===== src/rtl/mips_ctrl_pkg.sv =====
// Shared encodings for the multicycle MIPS control path: opcodes, ALUOp codes
// (also consumed by ALUControl), FSM state encodings and datapath mux selects.
package mips_ctrl_pkg;

  localparam logic [5:0] OP_RTYPE = 6'b000000;
  localparam logic [5:0] OP_LW    = 6'b100011;
  localparam logic [5:0] OP_SW    = 6'b101011;
  localparam logic [5:0] OP_BEQ   = 6'b000100;
  localparam logic [5:0] OP_ADDI  = 6'b001000;
  localparam logic [5:0] OP_ANDI  = 6'b001100;
  localparam logic [5:0] OP_ORI   = 6'b001101;
  localparam logic [5:0] OP_J     = 6'b000010;

  localparam logic [2:0] ALUOP_ADD     = 3'b000;
  localparam logic [2:0] ALUOP_SUB     = 3'b001;
  localparam logic [2:0] ALUOP_RFORMAT = 3'b010;
  localparam logic [2:0] ALUOP_AND     = 3'b011;
  localparam logic [2:0] ALUOP_OR      = 3'b100;

  localparam logic [1:0] PCSRC_ALU    = 2'b00;
  localparam logic [1:0] PCSRC_ALUOUT = 2'b01;
  localparam logic [1:0] PCSRC_JUMP   = 2'b10;
  localparam logic [1:0] PCSRC_RS     = 2'b11;

  localparam logic [1:0] SRCB_B      = 2'b00;
  localparam logic [1:0] SRCB_FOUR   = 2'b01;
  localparam logic [1:0] SRCB_IMM    = 2'b10;
  localparam logic [1:0] SRCB_IMM_SH = 2'b11;

  typedef enum logic [3:0] {
    S_RESET  = 4'd0,
    S_FETCH  = 4'd1,
    S_DECODE = 4'd2,
    S_MEMADR = 4'd3,
    S_MEMRD  = 4'd4,
    S_MEMWB  = 4'd5,
    S_MEMWR  = 4'd6,
    S_EXEC   = 4'd7,
    S_ALUWB  = 4'd8,
    S_BRANCH = 4'd9,
    S_IMMEX  = 4'd10,
    S_IMMWB  = 4'd11,
    S_JUMP   = 4'd12,
    S_JREG   = 4'd13
  } state_t;

  typedef struct packed {
    logic       pc_write;
    logic       pc_write_cond;
    logic [1:0] pc_source;
    logic       i_or_d;
    logic       mem_read;
    logic       mem_write;
    logic       ir_write;
    logic       reg_dst;
    logic       mem_to_reg;
    logic       reg_write;
    logic       alu_src_a;
    logic [1:0] alu_src_b;
    logic [2:0] alu_op;
    logic       zero_ext;
  } ctrl_t;

  // Opcodes the datapath can execute; anything else is flagged as illegal in DECODE.
  function automatic logic opcode_supported(input logic [5:0] op);
    case (op)
      OP_RTYPE, OP_LW, OP_SW, OP_BEQ, OP_ADDI, OP_ANDI, OP_ORI, OP_J: return 1'b1;
      default: return 1'b0;
    endcase
  endfunction

endpackage


===== src/rtl/multicycle_control_outdec.sv =====
// Control-word decode for the multicycle controller. Pure Moore decode of the
// state, except the FETCH IR/PC loads follow mem_ready and IMMEX picks the ALU
// operation from the opcode.
module multicycle_control_outdec
  import mips_ctrl_pkg::*;
(
  input  state_t      state,
  input  logic [5:0]  opcode,
  input  logic        mem_ready,
  output ctrl_t       ctrl
);

  // Decode the current state into datapath controls; unlisted controls stay 0.
  always_comb begin
    ctrl = '0;
    case (state)
      S_FETCH: begin
        ctrl.mem_read  = 1'b1;
        ctrl.i_or_d    = 1'b0;
        ctrl.alu_src_a = 1'b0;
        ctrl.alu_src_b = SRCB_FOUR;
        ctrl.alu_op    = ALUOP_ADD;
        ctrl.pc_source = PCSRC_ALU;
        // IR and PC only load on the cycle the memory returns the word.
        ctrl.ir_write  = mem_ready;
        ctrl.pc_write  = mem_ready;
      end
      S_DECODE: begin
        ctrl.alu_src_a = 1'b0;
        ctrl.alu_src_b = SRCB_IMM_SH;
        ctrl.alu_op    = ALUOP_ADD;
      end
      S_MEMADR: begin
        ctrl.alu_src_a = 1'b1;
        ctrl.alu_src_b = SRCB_IMM;
        ctrl.alu_op    = ALUOP_ADD;
      end
      S_MEMRD: begin
        ctrl.mem_read = 1'b1;
        ctrl.i_or_d   = 1'b1;
      end
      S_MEMWB: begin
        ctrl.reg_write  = 1'b1;
        ctrl.mem_to_reg = 1'b1;
        ctrl.reg_dst    = 1'b0;
      end
      S_MEMWR: begin
        ctrl.mem_write = 1'b1;
        ctrl.i_or_d    = 1'b1;
      end
      S_EXEC: begin
        ctrl.alu_src_a = 1'b1;
        ctrl.alu_src_b = SRCB_B;
        ctrl.alu_op    = ALUOP_RFORMAT;
      end
      S_ALUWB: begin
        ctrl.reg_write  = 1'b1;
        ctrl.reg_dst    = 1'b1;
        ctrl.mem_to_reg = 1'b0;
      end
      S_BRANCH: begin
        ctrl.alu_src_a     = 1'b1;
        ctrl.alu_src_b     = SRCB_B;
        ctrl.alu_op        = ALUOP_SUB;
        ctrl.pc_write_cond = 1'b1;
        ctrl.pc_source     = PCSRC_ALUOUT;
      end
      S_IMMEX: begin
        ctrl.alu_src_a = 1'b1;
        ctrl.alu_src_b = SRCB_IMM;
        case (opcode)
          OP_ANDI: begin
            ctrl.alu_op   = ALUOP_AND;
            ctrl.zero_ext = 1'b1;
          end
          OP_ORI: begin
            ctrl.alu_op   = ALUOP_OR;
            ctrl.zero_ext = 1'b1;
          end
          default: ctrl.alu_op = ALUOP_ADD;
        endcase
      end
      S_IMMWB: begin
        ctrl.reg_write  = 1'b1;
        ctrl.reg_dst    = 1'b0;
        ctrl.mem_to_reg = 1'b0;
      end
      S_JUMP: begin
        ctrl.pc_write  = 1'b1;
        ctrl.pc_source = PCSRC_JUMP;
      end
      S_JREG: begin
        ctrl.pc_write  = 1'b1;
        ctrl.pc_source = PCSRC_RS;
      end
      default: ctrl = '0;
    endcase
  end

endmodule


===== src/rtl/multicycle_control.sv =====
// Main control FSM for the multicycle MIPS datapath. Holds the state register,
// the sticky illegal-opcode flag and the retired-instruction counter; the
// control word itself comes from multicycle_control_outdec.
//
//   state      | meaning
//   RESET  (0) | leaving reset, all controls low
//   FETCH  (1) | read instruction at PC, PC+4; waits for mem_ready
//   DECODE (2) | branch target into ALUOut, dispatch on opcode
//   MEMADR (3) | lw/sw effective address
//   MEMRD  (4) | data read; waits for mem_ready
//   MEMWB  (5) | lw writeback (retires)
//   MEMWR  (6) | data write; waits for mem_ready (retires)
//   EXEC   (7) | R-type ALU op; jr diverts to JREG
//   ALUWB  (8) | R-type writeback (retires)
//   BRANCH (9) | beq compare and conditional PC load (retires)
//   IMMEX (10) | addi/andi/ori ALU op
//   IMMWB (11) | immediate writeback (retires)
//   JUMP  (12) | j target into PC (retires)
//   JREG  (13) | rs into PC (retires)
module multicycle_control
  import mips_ctrl_pkg::*;
#(
  parameter int CNT_W = 32
) (
  input  logic             clk,
  input  logic             reset_n,
  input  logic [5:0]       opcode,
  input  logic             jr,
  input  logic             mem_ready,
  output logic             pc_write,
  output logic             pc_write_cond,
  output logic [1:0]       pc_source,
  output logic             i_or_d,
  output logic             mem_read,
  output logic             mem_write,
  output logic             ir_write,
  output logic             reg_dst,
  output logic             mem_to_reg,
  output logic             reg_write,
  output logic             alu_src_a,
  output logic [1:0]       alu_src_b,
  output logic [2:0]       alu_op,
  output logic             zero_ext,
  output logic             illegal,
  output logic [3:0]       state,
  output logic [CNT_W-1:0] instr_retired
);

  state_t           state_q, state_d;
  logic             illegal_q, illegal_d;
  logic [CNT_W-1:0] cnt_q, cnt_d;
  logic             retire;
  ctrl_t            ctrl;

  multicycle_control_outdec u_outdec (
    .state     (state_q),
    .opcode    (opcode),
    .mem_ready (mem_ready),
    .ctrl      (ctrl)
  );

  // Next-state, illegal flag and retire-count update.
  always_comb begin
    state_d   = state_q;
    illegal_d = illegal_q;
    retire    = 1'b0;
    case (state_q)
      S_RESET:  state_d = S_FETCH;
      S_FETCH:  if (mem_ready) state_d = S_DECODE;
      S_DECODE: begin
        case (opcode)
          OP_LW, OP_SW:              state_d = S_MEMADR;
          OP_RTYPE:                  state_d = S_EXEC;
          OP_BEQ:                    state_d = S_BRANCH;
          OP_ADDI, OP_ANDI, OP_ORI:  state_d = S_IMMEX;
          OP_J:                      state_d = S_JUMP;
          default:                   state_d = S_FETCH;
        endcase
        if (!opcode_supported(opcode)) illegal_d = 1'b1;
      end
      S_MEMADR: state_d = (opcode == OP_SW) ? S_MEMWR : S_MEMRD;
      S_MEMRD:  if (mem_ready) state_d = S_MEMWB;
      S_MEMWB: begin
        retire  = 1'b1;
        state_d = S_FETCH;
      end
      S_MEMWR: begin
        if (mem_ready) begin
          retire  = 1'b1;
          state_d = S_FETCH;
        end
      end
      S_EXEC:   state_d = jr ? S_JREG : S_ALUWB;
      S_IMMEX:  state_d = S_IMMWB;
      S_ALUWB, S_BRANCH, S_IMMWB, S_JUMP, S_JREG: begin
        retire  = 1'b1;
        state_d = S_FETCH;
      end
      default:  state_d = S_RESET;
    endcase
    cnt_d = retire ? cnt_q + CNT_W'(1) : cnt_q;
  end

  // State, sticky illegal flag and counter; reset aborts any pending access.
  always_ff @(posedge clk or negedge reset_n) begin
    if (!reset_n) begin
      state_q   <= S_RESET;
      illegal_q <= 1'b0;
      cnt_q     <= '0;
    end else begin
      state_q   <= state_d;
      illegal_q <= illegal_d;
      cnt_q     <= cnt_d;
    end
  end

  assign pc_write      = ctrl.pc_write;
  assign pc_write_cond = ctrl.pc_write_cond;
  assign pc_source     = ctrl.pc_source;
  assign i_or_d        = ctrl.i_or_d;
  assign mem_read      = ctrl.mem_read;
  assign mem_write     = ctrl.mem_write;
  assign ir_write      = ctrl.ir_write;
  assign reg_dst       = ctrl.reg_dst;
  assign mem_to_reg    = ctrl.mem_to_reg;
  assign reg_write     = ctrl.reg_write;
  assign alu_src_a     = ctrl.alu_src_a;
  assign alu_src_b     = ctrl.alu_src_b;
  assign alu_op        = ctrl.alu_op;
  assign zero_ext      = ctrl.zero_ext;
  assign illegal       = illegal_q;
  assign state         = state_q;
  assign instr_retired = cnt_q;

endmodule

===== config.mk =====
export PLATFORM = sky130hd
export DESIGN_NAME = multicycle_control
export DESIGN_NICKNAME = d
export VERILOG_FILES = /design/src/rtl/mips_ctrl_pkg.sv /design/src/rtl/multicycle_control_outdec.sv /design/src/rtl/multicycle_control.sv
export SDC_FILE = /design/constraint.sdc
export NUM_CORES = 1
export LEC_CHECK = 0
export CAP_MARGIN = 5
export CORE_MARGIN = 4
export CORE_UTILIZATION = 50
export CTS_BUF_LIST = sky130_fd_sc_hd__clkbuf_8
export DETAILED_ROUTE_END_ITERATION = 10
export PLACE_DENSITY_LB_ADDON = 0.08
export SYNTH_ARGS = -nofsm -noshare
export SYNTH_HDL_FRONTEND = slang
export SYNTH_SLANG_ARGS = --single-unit

===== constraint.sdc =====
create_clock -name clk -period 3.4 [get_ports clk]
set_clock_uncertainty 0.2 [all_clocks]
set_input_delay 0.85 -clock clk [delete_from_list [all_inputs] [get_ports clk]]
set_output_delay 0.85 -clock clk [all_outputs]
set_load 0.02 [all_outputs]

==> run_results.csv <==
group,metric,value,unit
grt,grt_max_degree,38,
critical_path,cp_top_family,"buffers and inverters",
logic_synthesis,synth-seq-cells,37,
critical_path,rr_endpoint,"instr_retired[31]$_DFFE_PN0P_",
pwr,ir_drop,0.000288,V
detailed_routing,drc_errors,0,
critical_path,timing.rr.start,"state[2]$_DFFE_PN0P_",
timing,setup-violations-final,0,
logic_synthesis,synth_top_area_cell,"dfrtp_1",
layout,drive_above_1_share,10.3,%
min_path,holdCritPathClass,"flip-flop to flip-flop",
die,die_w,74.5,µm
logic_synthesis,synth_area_per_cell,9.33,µm²
detailed_routing,ant_nets,0,
placement,preCtsSetupSlack,-0.165,ns
clocking,cts-htree-levels,2,
clocking,path_clk_slew,0.07,ns
layout,area_growth,36.9,%
layout,diodes,0,
die,fp.dieH,74.5,µm
placement,io_buffers,64,
logic_synthesis,synthArstFlopShare,100,%
timing,max_freq,306,MHz
critical_path,critPathMaxStageDelay,0.48,ns
timing,tightest_slew,0.807,ns
critical_path,cp-startpoint,"opcode[3]",
run_status,outcome,"finished, final reports clean",
logic_synthesis,synthDistinctLibCells,51,
placement,hpwl,3.93,mm
clocking,cts_post_setup_buffers_inserted,0,
logic_synthesis,netlist_top_cells_count,"dfrtp_1, xnor2_1, nand2_1",
timing,rsz0062_at_grt,"false",
grt,grtUsageTotal,20.9,%
timing,setup_slack,0.136,ns
critical_path,cp-endpoint,"alu_op[2]",
logic_synthesis,netlist_area,2210,µm²
logic_synthesis,synth_cells,237,
detailed_routing,route.vias.total,2012,
layout,nets,321,
critical_path,r2r_cells,6,
grt,antenna_found_initial,0,
detailed_routing,first_pass_iters,4,
die,die-area,5550,µm²
timing,whs,0.277,ns
logic_synthesis,syn_nets,248,
die,core,4140,µm²
logic_synthesis,synth_edf_count,0,
critical_path,cp_slowest_cell,"clkdlybuf4s50_1",
layout,fillers,352,
grt,grt_pass1_wl,8.95,mm
pwr,power_density,554,nW/µm²
logic_synthesis,yosys.area.top_type_share,41.9,%
clocking,cts_buffers,5,
pwr,p_leak,1.20,nW
detailed_routing,wire_per_inst,14.8,µm
timing,fin_crit,3.26,ns
logic_synthesis,yosys_warnings,0,
layout,multiInputGateArea,1190,µm²
critical_path,cp_data_arrival_time,2.21,ns
logic_synthesis,synth_ff_type,"dfrtp_1",
critical_path,timing.critical_path.required,2.35,ns
clocking,cts_hold_buf,0,
clocking,clock-root-buffer,"clkbuf_8",
critical_path,worstSetupPathDepth,7,
logic_synthesis,ys_seq_area_share,41.9,%
clocking,ctsResizeCount,4,
grt,first_global_vias,1962,
placement,gp_routability_congestion,0.904,
detailed_routing,drt_wl_total,5.33,mm
logic_synthesis,yosys-top-cells-area,"dfrtp_1, xnor2_1, nand2_1",
timing,setup_tns,0,ns
critical_path,path_buf_inv,3,
timing,fin_crit_sh,96.0,%
grt,grt_overflow_total,0,
die,start_util,53.4,%
timing,slew_viol_final,0,
critical_path,reg2reg_slack,1.09,ns
clocking,cts.sinks,37,
die,row_count,23,
detailed_routing,drt-initial-drc-count,125,
clocking,clk_path_buf_depth,2,
detailed_routing,via_per_inst,5.57,
flow_run,drv_cap,0,
critical_path,startpoint_type,"input port",
timing,final-hold-violation-count,0,
clocking,cts_tree,"done",
critical_path,path_cells,"clkdlybuf4s50_1 > nand2_1 > nor2_1 > nand4_1 > inv_1 > and2_1 > clkdlybuf4s15_1",
critical_path,crit_fanout,3,
clocking,clk_latency,0.29,ns
critical_path,criticalPathCategory,"input port to output pin",
logic_synthesis,yosysMostFrequentCell,"dfrtp_1",
timing,max_slew_margin,46.2,%
critical_path,crit_path_end_kind,"output pin",
die,ioPinCount,65,
layout,seqCellArea,926,µm²
-- worst min path at each step --
| stage | startpoint | to | slack, ns | depth (start not counted) |
|---|---|---|---|---|
| floorplan | reset_n | illegal$_DFFE_PN0P_ | 0.35 | 0 |
| global placement | illegal$_DFFE_PN0P_ | illegal$_DFFE_PN0P_ | 0.26 | 1 |
| detailed placement | instr_retired[31]$_DFFE_PN0P_ | instr_retired[31]$_DFFE_PN0P_ | 0.26 | 1 |
| CTS | instr_retired[31]$_DFFE_PN0P_ | instr_retired[31]$_DFFE_PN0P_ | 0.28 | 1 |
| global route | instr_retired[31]$_DFFE_PN0P_ | instr_retired[31]$_DFFE_PN0P_ | 0.30 | 1 |
| finish | instr_retired[31]$_DFFE_PN0P_ | instr_retired[31]$_DFFE_PN0P_ | 0.28 | 1 |
-- through the flow --
stage / total power, W / util, % / instance area (µm²) / std cells
global route: 0.00178 / 73.1 / 3030 / 361
finish: 0.00168 / 73.1 / 3030 / 361
detailed placement: 0.00139 / 71.2 / 2950 / 353
global placement: 0.00138 / 71.2 / 2950 / 353
CTS: 0.00169 / 73.1 / 3030 / 361
floorplan: 0.00105 / - / 2210 / 237
-- report_power, final --
group | switching [W] | internal, W | leakage (nW)
Sequential | 0.0000847 | 0.000491 | 0.461
Combinational | 0.000440 | 0.000364 | 0.697
Clock | 0.000158 | 0.000139 | 0.0467
Total | 0.000682 | 0.000994 | 1.20
-- cells by family after synthesis --
logic type	synth area share, %
flops	41.9
simple gates	27.6
compound gates	12.4
buf+inv	4.41
mux	0.509
xor+xnor	12.7
fa+ha+maj	0.566
-- cell usage in the layout, fill, tap and decap left out, types with 2 or more instances in the layout --
cell and count:
a211oi_1 2, a21o_1 2, a21oi_1 4, a311oi_1 2
a31oi_1 2, and2_1 7, and3_1 6, buf_4 13
clkbuf_8 5, clkdlybuf4s50_1 59, dfrtp_1 37, dlygate4sd2_1 2
inv_1 13, nand2_1 22, nand2b_1 4, nand3_1 10
nand4_1 12, nor2_1 14, nor2b_1 4, nor3_1 12
nor4_1 2, nor4_4 2, nor4b_1 2, o21ai_0 7
o21bai_1 5, o22ai_1 3, xnor2_1 24, xor2_1 8
-- per-layer routing --
layer  share of wire [%]  global-route usage (%)  up-vias
met5                   0                       0        -
met4                 2.7                    10.7        0
met3                 6.1                    4.86       12
met2                  46                    33.1       60
met1                  45                    26.9      960
li1                    -                       -      980
-- registers in the layout (all words and copies together) (netlist names) --
register and count:
illegal 1, state 4, instr_retired 32
-- cell type report --
type | count | share of cell area [%]
Sequential cell | 37 | 30.6
Clock inverter | 3 | 0.496
Multi-Input combinational cell | 178 | 39.3
Inverter | 11 | 1.36
Tap cell | 50 | 2.07
Timing Repair Buffer | 77 | 24.0
Clock buffer | 5 | 2.27
Note: power is estimated with default switching activity, not from simulation.
